[src/rtl/instr_mem_pipe.sv]
// Loadable instruction store for the fetch stage: valid/ready fetch port with an
// RD_LAT-deep response pipeline, a run-time load port and a per-word loaded bitmap.
module instr_mem_pipe #(
   parameter int                DATA_W = 32,
   parameter int                DEPTH  = 64,
   parameter int                ADDR_W = 32,
   parameter int                RD_LAT = 1,
   parameter logic [DATA_W-1:0] FILL   = {DATA_W{1'b0}}
) (
   input  logic              clk,
   input  logic              rst,
   input  logic              req_valid,
   output logic              req_ready,
   input  logic [ADDR_W-1:0] req_addr,
   output logic              rsp_valid,
   input  logic              rsp_ready,
   output logic [DATA_W-1:0] rsp_data,
   output logic [1:0]        rsp_err,
   input  logic              ld_en,
   input  logic [ADDR_W-1:0] ld_addr,
   input  logic [DATA_W-1:0] ld_data,
   input  logic              flush
);

   localparam int IDX_W = $clog2(DEPTH);

   if (RD_LAT < 1 || RD_LAT > 4) begin : g_bad_lat
      $error("instr_mem_pipe: RD_LAT must be in 1..4");
   end
   if (DEPTH < 2 || (1 << IDX_W) != DEPTH) begin : g_bad_depth
      $error("instr_mem_pipe: DEPTH must be a power of two >= 2");
   end

   typedef struct packed {
      logic [1:0]        err;
      logic [DATA_W-1:0] data;
   } rsp_t;

   localparam rsp_t RST_PAY = '{err: 2'b00, data: FILL};

   logic [DATA_W-1:0] mem_q [DEPTH];
   logic [DEPTH-1:0]  wvld_q, wvld_d;
   logic [RD_LAT:1]   vld_pipe_q;
   rsp_t              pay_q [RD_LAT:1];

   logic              stall, accept;
   logic              req_oor, ld_oor, ld_we;
   logic [IDX_W-1:0]  req_idx, ld_idx;
   rsp_t              s0_pay;
   logic              unused_ld;

   assign unused_ld = ^ld_addr[1:0];

   // Out of range means any word-index bit above the array index is set.
   assign req_oor = |(req_addr[ADDR_W-1:2] >> IDX_W);
   assign ld_oor  = |(ld_addr[ADDR_W-1:2] >> IDX_W);
   assign req_idx = req_addr[IDX_W+1:2];
   assign ld_idx  = ld_addr[IDX_W+1:2];
   assign ld_we   = ld_en & ~ld_oor;

   assign stall     = rsp_valid & ~rsp_ready;
   assign req_ready = ~stall & ~flush & rst;
   assign accept    = req_valid & req_ready;

   always_comb begin
      s0_pay.err  = {req_oor, |req_addr[1:0]};
      s0_pay.data = FILL;
      if (s0_pay.err == 2'b00 && wvld_q[req_idx]) begin
         s0_pay.data = mem_q[req_idx];
      end
   end

   always_comb begin
      wvld_d = wvld_q;
      if (ld_we) begin
         wvld_d[ld_idx] = 1'b1;
      end
   end

   // The read above sees the pre-edge array, so a same-edge load is read-first.
   always_ff @(posedge clk) begin
      if (ld_we) begin
         mem_q[ld_idx] <= ld_data;
      end
   end

   always_ff @(posedge clk or negedge rst) begin
      if (!rst) begin
         wvld_q <= '0;
      end else begin
         wvld_q <= wvld_d;
      end
   end

   // Whole pipe freezes on stall; flush drops valids only, payloads are don't-care.
   always_ff @(posedge clk or negedge rst) begin
      if (!rst) begin
         vld_pipe_q <= '0;
         for (int s = 1; s <= RD_LAT; s++) begin
            pay_q[s] <= RST_PAY;
         end
      end else if (flush) begin
         vld_pipe_q <= '0;
      end else if (!stall) begin
         vld_pipe_q[1] <= accept;
         pay_q[1]      <= s0_pay;
         for (int s = 2; s <= RD_LAT; s++) begin
            vld_pipe_q[s] <= vld_pipe_q[s-1];
            pay_q[s]      <= pay_q[s-1];
         end
      end
   end

   assign rsp_valid = vld_pipe_q[RD_LAT];
   assign rsp_data  = pay_q[RD_LAT].data;
   assign rsp_err   = pay_q[RD_LAT].err;

endmodule

[config.mk]
export PLATFORM = sky130hd
export DESIGN_NAME = instr_mem_pipe
export DESIGN_NICKNAME = d
export VERILOG_FILES = /design/src/rtl/instr_mem_pipe.sv
export SDC_FILE = /design/constraint.sdc
export NUM_CORES = 2
export LEC_CHECK = 0
export CORE_MARGIN = 1
export CORE_UTILIZATION = 54
export CTS_BUF_LIST = sky130_fd_sc_hd__clkbuf_2
export DETAILED_ROUTE_END_ITERATION = 6
export GPL_TIMING_DRIVEN = 0
export PLACE_DENSITY = 0.73
export SYNTH_ARGS = -nofsm -noshare
export SYNTH_HDL_FRONTEND = slang
export SYNTH_SLANG_ARGS = --single-unit
[constraint.sdc]
create_clock -name clk -period 2.2 [get_ports clk]
set_input_delay 0.44 -clock clk [delete_from_list [all_inputs] [get_ports clk]]
set_output_delay 0.44 -clock clk [all_outputs]
set_load 0.005 [all_outputs]
**Word level (Yosys, flattened, before mapping)**

Memory sizes are Yosys's and may differ from the RTL's.
Index checks and enable logic that the tools add are counted.

- Order comparisons: 3
- Multiply operators: 0
- Bitwise operators: 10
- Shifts and indexed selects: 0
- Eq/ne operators: 1
- Reductions and logical operators: 7
- Muxes and demuxes: 9
- Divide/modulo/power cells: 0
- Add/sub/neg operators: 0

Operators with widths:

| cell | number |
|---|---|
| $or 64x64->64 | 1 |
| $reduce_or 24->1 | 2 |
| $mux 32 | 1 |
| $lt 6x7->1 const B | 2 |
| $bmux 1 s6 | 1 |
| $demux 1 s6 | 1 |
| $ge 6x1->1 const B | 1 |
| $mux 1 | 6 |
| $and 1x1->1 | 5 |
| $not 1->1 | 4 |
| $logic_and 1x1->1 | 2 |
| $logic_not 2->1 | 1 |
| $ne 2x2->1 const B | 1 |
| $reduce_and 2->1 | 1 |
| $reduce_or 2->1 | 1 |

- Bits in registers: 99
- Bits in latches: 0
- ROM bits: 0
- Word-level logic and storage cells: 35
- Memories: 1
- RAM bits: 2,048
- Output and inout port bits: 36
- Input port bits: 102

Memories:

| memory | depth | bits a word | read ports | clocked after memory_dff | wr ports | RTL line | RTL |
|---|---|---|---|---|---|---|---|
| mem_q | 64 | 32 | 1 | 0 | 1 | 41 | `logic [DATA_W-1:0] mem_q [DEPTH];` |

**Logic depth before layout (Yosys ltp)**

- Word-level depth: 8
- Gate-level depth with buffers: 14
- Gate-level depth less buffers: 6

**Least setup slack after synthesis**

Ideal clock, no wire load.

- Path type: input-to-reg
- Start: input ld_addr[9]
- End: memory mem_q[63][0], enable pin
- Data required time: 1.778 ns
- Stages: 5
- Path slack: -1.085 ns
- Setup time: 0.422 ns
- Arrival time: 2.863 ns
- Buffers on the path: 0
- Cell sequence: nor4b_1 nand4_1 nor3_1 nand3_1 nor2_1

- Cells in the longest elaborated chain, start to end: 5

Ends and longest elaborated chain:

| item | RTL line | RTL |
|---|---|---|
| start, declared | 20 | `input logic [ADDR_W-1:0] ld_addr,` |
| $reduce_or 24->1 | 56 | `assign ld_oor = \|(ld_addr[ADDR_W-1:2] >> IDX_W);` |
| $not 1->1 | 59 | `assign ld_we = ld_en & ~ld_oor;` |
| $and 1x1->1 | 59 |  |
| $mux 1 | 82 | `if (ld_we) begin` |
| $mux 1 (implied by the code) | 83 | `mem_q[ld_idx] <= ld_data;` |
| end, declared | 41 |  |

No other way between the ends.

**Worst setup path in the final report**

- Start: register vld_pipe_q (netlist: rsp_valid)
- End: output req_ready

- Cells in the longest elaborated chain, start to end: 4

Ends and longest elaborated chain:

| item | RTL line | RTL |
|---|---|---|
| start, declared | 43 | `logic [RD_LAT:1] vld_pipe_q;` |
| start signal, assigned by index | 108 | `vld_pipe_q[s] <= vld_pipe_q[s-1];` |
| $and 1x1->1 | 61 | `assign stall = rsp_valid & ~rsp_ready;` |
| $not 1->1 (no line) | n/a |  |
| $and 1x1->1 (2 in a row) | 62 | `assign req_ready = ~stall & ~flush & rst;` |
| end, declared | 13 | `output logic req_ready,` |

No other way between the ends.

==> impl_metrics.yaml <==
logic_synthesis:
  synthArstFlopShare: 0.0461
  synth.ff_latch_count: 2147
  ys.flop_type: "edfxtp_1"
  syn_area_per_cell_um2: 21.3
  syn-instance-count: 3873
  synth.net_count: 3975
  synth_seq_area_share: 0.776
  netlist.top_cell.by_area: "edfxtp_1"
  synth.cell_area_um2: 82500
  yosys-top-cells-area: "edfxtp_1 75%, mux4_2 11%, mux2i_1 4.7%, dfrtp_1 3.0%, a221oi_1 1.1%"
  synth_cell_type_count: 47
  synthesis.yosys.warnings: 0
  synth_top_area_share: 0.746
  post-synth-top-count-cell: "edfxtp_1"
  synthTopCellsByCount: "2048 x edfxtp_1, 391 x mux4_2, 387 x mux2i_1"
  synth_edf_count: 2048
floorplan:
  core_area_um2: 152000
  floorplan.die_area_um2: 154000
  start_util: 0.543
  rows: 143
  die_h_um: 393
  die_w_um: 393
  io-pin-count: 138
worst_setup_path:
  worst_ep_arrival_time_ns: 2.83
  critical_path.endpoint_type: "output port"
  worstPathCellList: "nand2b_1, nand2b_4, buf_6, nor2_2, buf_2"
  path_max_fanout: 2
  critical_path.startpoint_type: "register"
  cp_slowest_cell: "dfrtp_1"
  crit_required_ns: 1.76
  worstSetupPathType: "reg -> out"
  longest_individual_stage_delay_on_the_worst_path_ns: 0.39
  startpoint: "rsp_valid"
  reg2reg_from: "rsp_valid"
cts:
  clk_pin_slew_ns: 0.10
  clock_tree_from_tritoncts: "done"
  clock_insertion_delay_worst_skew_ns: 1.81
  htreeDepth: 6
  max-clock-path-buffers: 4
  cts-buffers-inserted: 544
  clock_sinks: 2147
  root_buffer: "clkbuf_2"
sta:
  slew_viol_final: 0
  worst_slew_pin_slew_ns: 1.38
  finalSetupViolations: 88
  max_clock_skew_ns: 0.140
  post-route-min-period_ns: 3.27
  max_freq_ghz: 0.305
  setup_ws_ns: -1.07
  hold_viol: 0
  layout_worst_path_cycle_share: 1.49
  rsz0062_at_grt: "yes"
  hold_ws_ns: 0.0449
  relSlewSlack: 0.0779
route:
  drt_drc_violations_left: 1
  detail_route.iter0.violations: 7963
  drt.antenna.violating_nets: 0
  detail_route.vias_per_cell: 6.58
  via_count: 47200
  dr.pass1.iters: 7
  drt-wirelength-per-cell_um: 35.4
  route.final.wire_length_um: 254000
global_routing:
  antenna_found_initial: 12
  grt_start_max_net_pins: 65
  first_global_vias: 47000
  global_route_wire_length_before_repair_um: 347000
  grtUsageTotal: 0.332
  grt_remaining_overflow: 0
place:
  place.gp.congestion: 0.896
  number_of_buffers_inserted_by_port_buffering: 128
  detailedPlacementHpwl_um: 162000
power_and_ir_drop:
  power_density_nw_per_um2: 793
  p_leak_nw: 33.0
  ir_worst_vdd_v: 0.000446
run_status:
  status: "finished with violations"
  violations: "design-rule violations, negative setup slack"
job:
  cap_violations: 0
worst_hold_path:
  hp-class: "in -> reg"
  hp-start: "req_addr[19]"
finish:
  final_util: 0.629
  drive_gt1_frac: 0.345
  layout.nets: 4905
  flow.area_growth_from_synthesis_pct: 15.8
report_power, final:
group | internal [mW] | leakage, nW | switching, mW
combinational | 1.72 | 9.68 | 3.05
clock | 10.6 | 3.58 | 15.7
sequential | 44.7 | 19.7 | 0.00199
total | 57.0 | 33.0 | 18.8
routing by layer:
metal / track usage / part of all wire
met3: 0.119 / 0.16
met4: 0.171 / 0.053
met2: 0.484 / 0.44
met5: 0 / 0.00045
met1: 0.443 / 0.35
stage by stage:
step           power (mW)   TNS, ns  instances  worst slack [ns]  area [µm²]
3_3_place_gp         49.8  -5759.47       6031             -3.50       86900
6_report             75.8    -31.86       7182             -1.07       95500
2_1_floorplan        47.7   -780.25       3873            -0.390       83100
3_5_place_dp         49.9  -2736.08       6129             -2.84       88800
5_1_grt              77.9    -32.07       7178             -1.18       95500
4_1_cts              75.6    -44.28       7161             -1.11       95200
critical path: cells and delay by family (launching register included):
family / cells / cell delay (ns)
flops: 1 / 0.39
buf+inv: 2 / 0.31
simple gates: 3 / 0.43
registers in the layout, summed over array words and instances (netlist names):
register	cells
mem_q	2048
rsp_err	2
wvld_q	64
rsp_valid	1
rsp_data	32
final cells by class:
type / instances / area (µm²)
well taps: 2030 / 2540
multi-input cells: 1499 / 18000
plain buffers: 218 / 1550
clock buffers: 766 / 3830
flip-flops and latches: 2147 / 64000
fillers: 10500 / 56200
diodes: 11 / 27.5
clock inverters: 118 / 783
repair buffers: 386 / 4730
inverters: 7 / 26.3
final timing paths:
kind | slack, ns | cells after the start | end
worst min register to register | 0.48 | 1 | wvld_q[27]
worst max-delay path | -1.07 | 5 | req_ready
worst max register to register | -0.28 | 9 | rsp_data[12]
worst min-delay path | 0.04 | 8 | rsp_data[1]
max in group asynchronous | 1.04 | 7 | rsp_valid
min in group asynchronous | 0.40 | 6 | wvld_q[7]
logic make-up (layout without fill, tap and decap cells):
kind of cell	Yosys count	count (layout)	share of synthesized area
muxes	794	794	0.156
other	0	11	0
DFF	2147	2147	0.776
buffers and inverters	227	1495	0.0151
AOI/OAI and AO/OA	386	386	0.0339
and+or+nand+nor	319	319	0.0192
placed cells by master, fill, tap and decap left out, types with 65 or more instances in the layout:
master | synthesis | layout
edfxtp_1 | 2048 | 2048
clkbuf_2 | 0 | 795
clkinv_1 | 1 | 84
or2_2 | 67 | 67
dfrtp_1 | 99 | 83
buf_2 | 52 | 77
a22oi_1 | 80 | 80
buf_4 | 55 | 71
nand2_1 | 74 | 65
dlygate4sd3_1 | 0 | 112
buf_12 | 2 | 104
a221oi_1 | 103 | 101
mux2i_1 | 387 | 381
nor2_4 | 0 | 65
mux4_2 | 391 | 391
repair_timing:
item,in CTS,in global routing
endpoints found under the setup margin,68,205
hold endpoints to repair,2715,24
hold buffers,132,5
cloned,0,1
pin swaps,7,7
setup buffers,19,9
resized for setup,325,88
(Power assumes the default switching activity.)
